## config.mk

```make
export PLATFORM = sky130hd
export DESIGN_NAME = ddr3_init_refresh_seq
export DESIGN_NICKNAME = d
export VERILOG_FILES = /design/src/rtl/ddr3_init_refresh_seq.sv
export SDC_FILE = /design/constraint.sdc
export NUM_CORES = 1
export LEC_CHECK = 0
export ABC_AREA = 1
export BUFFER_PORTS_ARGS = -buffer_cell sky130_fd_sc_hd__buf_2
export CAP_MARGIN = 0
export CELL_PAD_IN_SITES_DETAIL_PLACEMENT = 1
export CELL_PAD_IN_SITES_GLOBAL_PLACEMENT = 2
export CORE_MARGIN = 5
export CORE_UTILIZATION = 29
export CTS_CLUSTER_DIAMETER = 40
export DETAILED_ROUTE_END_ITERATION = 7
export GPL_TIMING_DRIVEN = 0
export PLACE_DENSITY_LB_ADDON = 0.1
export SYNTH_ARGS = -nofsm -noshare
export SYNTH_HDL_FRONTEND = slang
export SYNTH_SLANG_ARGS = --single-unit
export TNS_END_PERCENT = 30
```

## constraint.sdc

```tcl
create_clock -name clk -period 2.65 [get_ports clk]
set_input_delay 0.265 -clock clk [delete_from_list [all_inputs] [get_ports clk]]
set_output_delay 0.265 -clock clk [all_outputs]
set_load 0.02 [all_outputs]
```

## src/rtl/ddr3_init_refresh_seq.sv

```systemverilog
// ddr3_init_refresh_seq: DDR3 power-up (reset/CKE, MRS2-3-1-0, ZQCL) then credit-based auto-refresh arbitration.
// Defining SELF_REFRESH_EN adds sr_req/sr_active and self-refresh entry/exit states.
module ddr3_init_refresh_seq #(
  parameter int CLK_FREQ_MHZ = 100,
  parameter int T_RESET_US   = 200,
  parameter int T_CKE_US     = 500,
  parameter int T_XPR        = 120,
  parameter int T_MRD        = 4,
  parameter int T_MOD        = 12,
  parameter int T_ZQINIT     = 512,
  parameter int T_RP         = 6,
  parameter int T_RFC        = 88,
  parameter int T_REFI       = 780,
  parameter int ADDR_W       = 14,
  parameter int BA_W         = 3
) (
  input  logic              clk,
  input  logic              rst,
  input  logic [ADDR_W-1:0] mr0,
  input  logic [ADDR_W-1:0] mr1,
  input  logic [ADDR_W-1:0] mr2,
  input  logic [ADDR_W-1:0] mr3,
  output logic              init_done,
  output logic              ref_req,
  input  logic              ref_gnt,
  output logic              ref_busy,
  output logic [3:0]        cmd_csrcw,
  output logic [ADDR_W-1:0] ddr3_addr_out,
  output logic [BA_W-1:0]   ddr3_ba_out,
  output logic              ddr3_cke_out,
  output logic              ddr3_odt_out,
  output logic              ddr3_reset_out,
  output logic              ddr3_ck_oe
`ifdef SELF_REFRESH_EN
  ,
  input  logic              sr_req,
  output logic              sr_active
`endif
);
  typedef enum logic [3:0] {
    RST_HOLD, CKE_WAIT, XPR, MRS2, MRS3, MRS1, MRS0, ZQCL, IDLE, PREA, REF
`ifdef SELF_REFRESH_EN
    , SR_PREA, SRE, SR_ACT, SR_EXIT
`endif
  } state_t;
  localparam logic [3:0] NOP = 4'b0111, MRS = 4'b0000, ZQC = 4'b0110, PRE = 4'b0010, RFC = 4'b0001;
  localparam int DW = CLK_FREQ_MHZ > 1 ? $clog2(CLK_FREQ_MHZ) : 1;
  localparam logic [DW-1:0] DIV_MAX = DW'(CLK_FREQ_MHZ > 1 ? CLK_FREQ_MHZ - 1 : 0);
  // wait limits are N-1 so the next command lands exactly N cycles later; N=0 behaves as 1
  localparam logic [31:0] L_RST  = T_RESET_US > 1 ? 32'(T_RESET_US - 1) : 32'd0;
  localparam logic [31:0] L_CKE  = T_CKE_US > 1 ? 32'(T_CKE_US - 1) : 32'd0;
  localparam logic [31:0] L_XPR  = T_XPR > 1 ? 32'(T_XPR - 1) : 32'd0;
  localparam logic [31:0] L_MRD  = T_MRD > 1 ? 32'(T_MRD - 1) : 32'd0;
  localparam logic [31:0] L_MOD  = T_MOD > 1 ? 32'(T_MOD - 1) : 32'd0;
  localparam logic [31:0] L_ZQ   = T_ZQINIT > 1 ? 32'(T_ZQINIT - 1) : 32'd0;
  localparam logic [31:0] L_RP   = T_RP > 1 ? 32'(T_RP - 1) : 32'd0;
  localparam logic [31:0] L_RFC  = T_RFC > 1 ? 32'(T_RFC - 1) : 32'd0;
  localparam logic [31:0] L_REFI = T_REFI > 1 ? 32'(T_REFI - 1) : 32'd0;
  localparam logic [ADDR_W-1:0] A10 = ADDR_W'(1) << 10;
  state_t state, nxt;
  logic [31:0] cnt, refi;
  logic [DW-1:0] div;
  logic [3:0] credits;
  logic tick, step, run, refi_wrap, add, sub, clr, sr_on, overflow;
  assign tick = div == DIV_MAX;
  assign ref_req = state == IDLE && credits != 4'd0;
  assign ddr3_odt_out = 1'b0;
  assign run = init_done && !sr_on;
  assign refi_wrap = run && refi == L_REFI;
  assign add = refi_wrap;
  assign sub = state == REF && nxt == IDLE;
`ifdef SELF_REFRESH_EN
  localparam logic [31:0] L_SRX = 32'(T_RFC + 9);
  assign sr_active = state == SR_ACT;
  assign sr_on = sr_active;
  assign clr = state == SR_EXIT && nxt == IDLE;
`else
  assign sr_on = 1'b0;
  assign clr = 1'b0;
`endif
  always_comb begin
    nxt = state;
    step = 1'b1;
    cmd_csrcw = NOP;
    ddr3_addr_out = '0;
    ddr3_ba_out = '0;
    ddr3_cke_out = 1'b1;
    ddr3_reset_out = 1'b1;
    ddr3_ck_oe = 1'b1;
    ref_busy = 1'b0;
    case (state)
      RST_HOLD: begin
        {ddr3_cke_out, ddr3_reset_out, ddr3_ck_oe} = 3'b000;
        step = tick;
        if (tick && cnt == L_RST) nxt = CKE_WAIT;
      end
      CKE_WAIT: begin
        ddr3_cke_out = 1'b0;
        step = tick;
        if (tick && cnt == L_CKE) nxt = XPR;
      end
      XPR: if (cnt == L_XPR) nxt = MRS2;
      MRS2: begin
        {cmd_csrcw, ddr3_ba_out, ddr3_addr_out} = {MRS, BA_W'(2), mr2};
        if (cnt == L_MRD) nxt = MRS3;
      end
      MRS3: begin
        {cmd_csrcw, ddr3_ba_out, ddr3_addr_out} = {MRS, BA_W'(3), mr3};
        if (cnt == L_MRD) nxt = MRS1;
      end
      MRS1: begin
        {cmd_csrcw, ddr3_ba_out, ddr3_addr_out} = {MRS, BA_W'(1), mr1};
        if (cnt == L_MRD) nxt = MRS0;
      end
      MRS0: begin
        {cmd_csrcw, ddr3_addr_out} = {MRS, mr0};
        if (cnt == L_MOD) nxt = ZQCL;
      end
      ZQCL: begin
        {cmd_csrcw, ddr3_addr_out} = {ZQC, A10};
        if (cnt == L_ZQ) nxt = IDLE;
      end
      IDLE: begin
        step = 1'b0;
        if (ref_req && ref_gnt) nxt = PREA;
`ifdef SELF_REFRESH_EN
        else if (sr_req) nxt = SR_PREA;
`endif
      end
      PREA: begin
        ref_busy = 1'b1;
        {cmd_csrcw, ddr3_addr_out} = {PRE, A10};
        if (cnt == L_RP) nxt = REF;
      end
      REF: begin
        ref_busy = 1'b1;
        cmd_csrcw = RFC;
        if (cnt == L_RFC) nxt = IDLE;
      end
`ifdef SELF_REFRESH_EN
      SR_PREA: begin
        ref_busy = 1'b1;
        {cmd_csrcw, ddr3_addr_out} = {PRE, A10};
        if (cnt == L_RP) nxt = SRE;
      end
      SRE: begin
        ref_busy = 1'b1;
        cmd_csrcw = RFC;
        ddr3_cke_out = 1'b0;
        nxt = SR_ACT;
      end
      SR_ACT: begin
        ref_busy = 1'b1;
        ddr3_cke_out = 1'b0;
        step = 1'b0;
        if (!sr_req) nxt = SR_EXIT;
      end
      SR_EXIT: begin
        ref_busy = 1'b1;
        if (cnt == L_SRX) nxt = IDLE;
      end
`endif
      default: nxt = RST_HOLD;
    endcase
    // commands occupy only the first cycle of their state; the rest of the wait is NOP
    if (cnt != 32'd0) begin
      cmd_csrcw = NOP;
      ddr3_addr_out = '0;
      ddr3_ba_out = '0;
    end
  end
  always_ff @(posedge clk or negedge rst)
    if (!rst) begin
      state <= RST_HOLD;
      cnt <= '0;
      div <= '0;
      refi <= '0;
      credits <= '0;
      init_done <= 1'b0;
      overflow <= 1'b0;
    end else begin
      state <= nxt;
      cnt <= nxt != state ? '0 : step ? cnt + 32'd1 : cnt;
      div <= tick ? '0 : div + DW'(1);
      refi <= !run ? refi : refi_wrap ? '0 : refi + 32'd1;
      credits <= clr ? '0 : add && !sub && credits != 4'd8 ? credits + 4'd1 : sub && !add ? credits - 4'd1 : credits;
      init_done <= init_done | (state == ZQCL && nxt == IDLE);
      overflow <= overflow | (credits == 4'd8);
    end
  credit_overflow: cover property (@(posedge clk) overflow);
endmodule

```

# Word-level counts from Yosys, hierarchy flattened
# Cells that the tools add are included.
# word_totals
regBits,80
out_inout_bits,28
elab_cells,84
input_bits,59
# classes
n_mux,28
bitwise,1
n_reduce_logical,21
addsub,5
n_eq_ne,23
# ops
operator,count
$mux W32,3
$pmux W14 S5,1
$add A32 B1 Y32 const B,2
$eq A32 B7 Y1 const B,2
$eq A32 B9 Y1 const B,2
$mux W4,14
$pmux W4 S11,1
$eq A32 B10 Y1 const B,1
$eq A32 B2 Y1 const B,1
$eq A32 B3 Y1 const B,1
$eq A32 B4 Y1 const B,1
$eq A32 B8 Y1 const B,1
$reduce_bool A32 Y1,1
$eq A4 B3 Y1 const B,4
$eq A4 B4 Y1 const B,4
$mux W14,1
$pmux W3 S4,1
$logic_and A1 B1 Y1,10
$eq A4 B2 Y1 const B,2
$add A7 B1 Y7 const B,1
$eq A7 B7 Y1 const B,1
$mux W7,1
$pmux W2 S3,1
$reduce_or A2 Y1,3
14 further kinds,18

# Longest topological paths before layout
# depth
depth_word,11
depth_mapped,23

# Worst setup path before layout
# No wires, ideal clock.
# synth_path
path_type,register to register
from,register cnt[0]
to,register credits[3]
arrival_time_ns,2.436
path_buffers,0
path_stages_with_launch,22
period_less_slack_ns,2.501
slack_ns,0.149
path_cell_list,dfrtp_1 ha_1 nand3_1 inv_1 nand2_2 nor2_1 nand2_1 nand2_1 nand2_1 nor2_2 nand2_2 nor2_1 nand3_1 nand2_2 ha_1 nand2_1 nand2_1 a31oi_1 inv_1 o21ai_0 nand3_1 nand2_1
# synth_via
elab_chain_cells,10
# synth_lines
element,line,rtl
"start, declared",61,"logic [31:0] cnt, refi;"
"start signal, assigned",183,cnt <= nxt != state ? '0 : step ? cnt + 32'd1 : cnt;
$eq A32 B9 Y1 / $eq A32 B8 Y1 (equally long branches),"100, 95",
$logic_and A1 B1 Y1 (on tied branches),"100, 95",
$mux W4 (on tied branches),"100, 95",
$pmux W4 S11 (*),91,case (state)
via nxt[1],60,"state_t state, nxt;"
$eq A4 B4 Y1 (*),71,assign sub = state == REF && nxt == IDLE;
$logic_and A1 B1 Y1 (*),71,
$logic_not A1 Y1,186,credits <= clr ? '0 : add && !sub && credits != 4'd8 ? credits + 4'd1 : sub && !add ? credits - 4'd1 : credits ...
$logic_and A1 B1 Y1 (2 in series),186,
$mux W4 / $reduce_bool A2 Y1 (equally long branches),-,
"end signal, assigned",186,
"end, declared",63,logic [3:0] credits;
# The timed path passes the listed nets; every way through them passes the cells marked *.
# A chain may end at the register's enable or synchronous reset.

# Final worst setup path
# layout_path
from,register cnt[24]
to,register credits[3]
# layout_via
elab_chain_cells,10
# layout_lines
element,line
$eq A32 B9 Y1 / $eq A32 B8 Y1 (equally long branches),"100, 95"
$logic_and A1 B1 Y1 (on tied branches),"100, 95"
$mux W4 (on tied branches),"100, 95"
$pmux W4 S11 (*),91
$eq A4 B4 Y1 (*),71
$logic_and A1 B1 Y1 (*),71
$logic_not A1 Y1,186
$logic_and A1 B1 Y1 (2 in series),186
$mux W4 / $reduce_bool A2 Y1 (equally long branches),-
# Every way passes the cells marked *; elsewhere a longest branch is shown, timed or not.

==> results_dict.tcl <==
set metrics [dict create \
    run_status "finished, violations left" \
    failed_checks "setup timing" \
    max_cap_viol_count 0 \
    clockBufferDepth 2 \
    boundaryPins 87 \
    use_met2_pct 27.7 \
    dp_cells 1081 \
    hpwl_um 13400 \
    synth_cells 761 \
    finalCriticalPeriod_ps 2700 \
    die_height_um 148 \
    grt_start_max_net_pins 59 \
    cp_max_fo 5 \
    portBuffers 83 \
    cts_root_buf "clkbuf_16" \
    setup_viol_count_final 2 \
    die_w_um 148 \
    final_util_pct 39.9 \
    drc_errors 0 \
    synth_edf_count 0 \
    ff2ff_setup_slack_ps -50 \
    vias_per_cell 4.83 \
    relSlewSlack_pct 52.1 \
    synthArstFlopShare_pct 100 \
    gp_congestion 0.836 \
    dr_total_vias 5578 \
    dieArea_sq_um 21800 \
    skew_ps 8.12 \
    synth_top_area_cell "dfrtp_1" \
    placed_cell_area_sq_um 6240 \
    numCtsBuffers 9 \
    power_density_nw_per_um2 339 \
    max_freq_mhz 370 \
    layout_setup_ws_ps -51.8 \
    fin_crit_sh_pct 102 \
    drv_slew 0 \
    start_kind "flip-flop" \
    wl_per_cell_um 16.1 \
    drive_gt1_share_pct 33.5 \
    cts_num_sinks 80 \
    crit_type "flip-flop to flip-flop" \
    rows 50 \
    ys_types 43 \
    final_hold_viol_count 0 \
    grt_overflow_total 0 \
    synth.area.top_cells "dfrtp_1 36%, nand2_1 10%, nor2_1 9.2%, inv_1 6.6%, xor2_1 5.4%" \
    cts_tree "built" \
    tightest_slew_ps 712 \
    htreeDepth 3 \
    layout.nets 984 \
    core_sq_um 18700 \
    power.leakage_uw 0.00337 \
    design_area_sq_um 7470 \
    yosysMostFrequentCell "nand2_1" \
    grt_pass1_wl_um 29900 \
    yosysSeqAreaShare_pct 36.4 \
    antenna_found_initial 0 \
    synth_top_area_share_pct 36.4 \
    num_antenna_cells 0 \
    initial_core_util_pct 29.4 \
    grt_pass1_vias 5926 \
    use_met3_pct 3.34 \
    antenna_left 0 \
    gr-usage-met1_pct 22.6 \
    grt_busiest_layer "met2" \
    ys.flop_type "dfrtp_1" \
    peakVddDrop_uv 304 \
    synth.avg_cell_area_sq_um 7.22 \
    rsz0062_at_grt "true" \
    clk_pin_slew_ps 70 \
    gr-usage-all-layers_pct 16.9 \
    synth_common_cells "149 x nand2_1, 135 x nor2_1, 96 x inv_1" \
    syn2layout_area_growth_pct 36.0 \
    setup.worst_path.end_class "flip-flop" \
    ys_warn_count 0 \
    hp-class "primary input to async pin" \
    drt_iter0_drc 176 \
    ys_seq_elements 80 \
    syn_area_sq_um 5500 \
    drtPass1Iterations 4 \
    clk-insertion-delay-late_ps 350 \
    cp.arrival_ps 2950 \
    pre_cts_slack_ps -439 \
    wl_um 18600 \
    fin_cells 1154 \
    required_ps 2890 \
]
registers in the layout, summed over array words and instances (netlist names):
name and count:
state 4, div 7, refi 32, cnt 32, init_done 1, credits 4
power breakdown:
part / switching, uW / internal, uW / total, uW
clock network: 548 / 684 / 1230
logic: 45.2 / 38.6 / 83.8
registers: 0 / 1220 / 1220
total: 593 / 1940 / 2540
layout make-up:
cell class / instances / area [sq um]
inverter: 104 / 394
clock inverter: 4 / 28.8
fill: 2329 / 11200
buffer: 15 / 135
sequential: 80 / 2010
timing repair buffer: 143 / 968
multi-input combinational: 563 / 3390
tap: 234 / 293
clock buffer: 11 / 253
cell families after synthesis:
group                      Yosys count  synth area share [%]
AOI/OAI and AO/OA                   77                  8.95
adders and majority gates            9                  2.19
and+or+nand+nor                    430                  36.4
xor gates and xnor gates            43                  6.99
buffers and inverters              121                  8.99
other                                1                0.0682
DFF                                 80                  36.4
cells in the final DEF (no fill, tap or decap), drive strengths merged, types with 2 or more instances in the layout:
| master | instances |
|---|---|
| nor3 | 41 |
| dfrtp | 80 |
| buf | 149 |
| clkinvlp | 3 |
| nand4 | 17 |
| xor2 | 35 |
| o21ai | 22 |
| nor2 | 150 |
| ha | 8 |
| nor4 | 12 |
| clkbuf | 19 |
| inv | 104 |
| and3 | 3 |
| nand3 | 40 |
| a22o | 13 |
| xnor2 | 8 |
| nand2 | 163 |
| a21oi | 28 |
| conb | 3 |
| a31oi | 2 |
| nor3b | 3 |
| a221oi | 9 |
per-stage QoR:
stage | hold slack [ps] | power, uW | setup TNS, ps
6_report | 368 | 2540 | -96.1
5_1_grt | 412 | 2650 | -959
3_5_place_dp | 203 | 1330 | -439
4_1_cts | 371 | 2580 | -76.0
2_1_floorplan | -30.6 | 1250 | 0
3_3_place_gp | 447 | 1320 | -315
worst max-delay path, stage by stage (launching register included):
cell and delay, ps:
dfrtp_1 420, nor2_1 110, nand2_1 110, nor2_4 200, nand2_4 120, nor2_4 140, nor2_1 70, nor2_1 110
nand2_1 70, nor2_2 140, nand3_2 130, nand2_4 130, ha_4 220, nand2_2 70, nand2_2 60, a31oi_4 170
inv_2 60, nand2_2 80, nand3_2 50, nand2_1 70, nand2_1 50
per-layer routing:
| layer | share of wire, % | wire (um) |
|---|---|---|
| met1 | 48 | 8900 |
| met5 | 0 | 0 |
| met2 | 46 | 8500 |
| met4 | 1.9 | 346 |
| met3 | 4.6 | 865 |
worst paths after layout:
kind / from / end / cells past startpoint
min in group clk: ref_gnt / state[0]$_DFF_PN0_ / 5
worst min-delay path: rst / cnt[20]$_DFFE_PN0P_ / 2
worst max-delay path: cnt[24]$_DFFE_PN0P_ / credits[3]$_DFFE_PN0P_ / 20
max in group asynchronous: rst / refi[15]$_DFFE_PN0P_ / 3
worst min register to register: div[0]$_DFF_PN0_ / div[0]$_DFF_PN0_ / 1
worst max register to register: cnt[24]$_DFFE_PN0P_ / credits[3]$_DFFE_PN0P_ / 20
timing repair:
item	CTS	global route
setup buffers	35	21
hold buffers	1	0
gates cloned	1	3
endpoints found under the setup margin	16	51
pin swaps	23	42
hold endpoints to repair	22	0
resized for setup	51	79
Power figures use the tool's default switching activity.
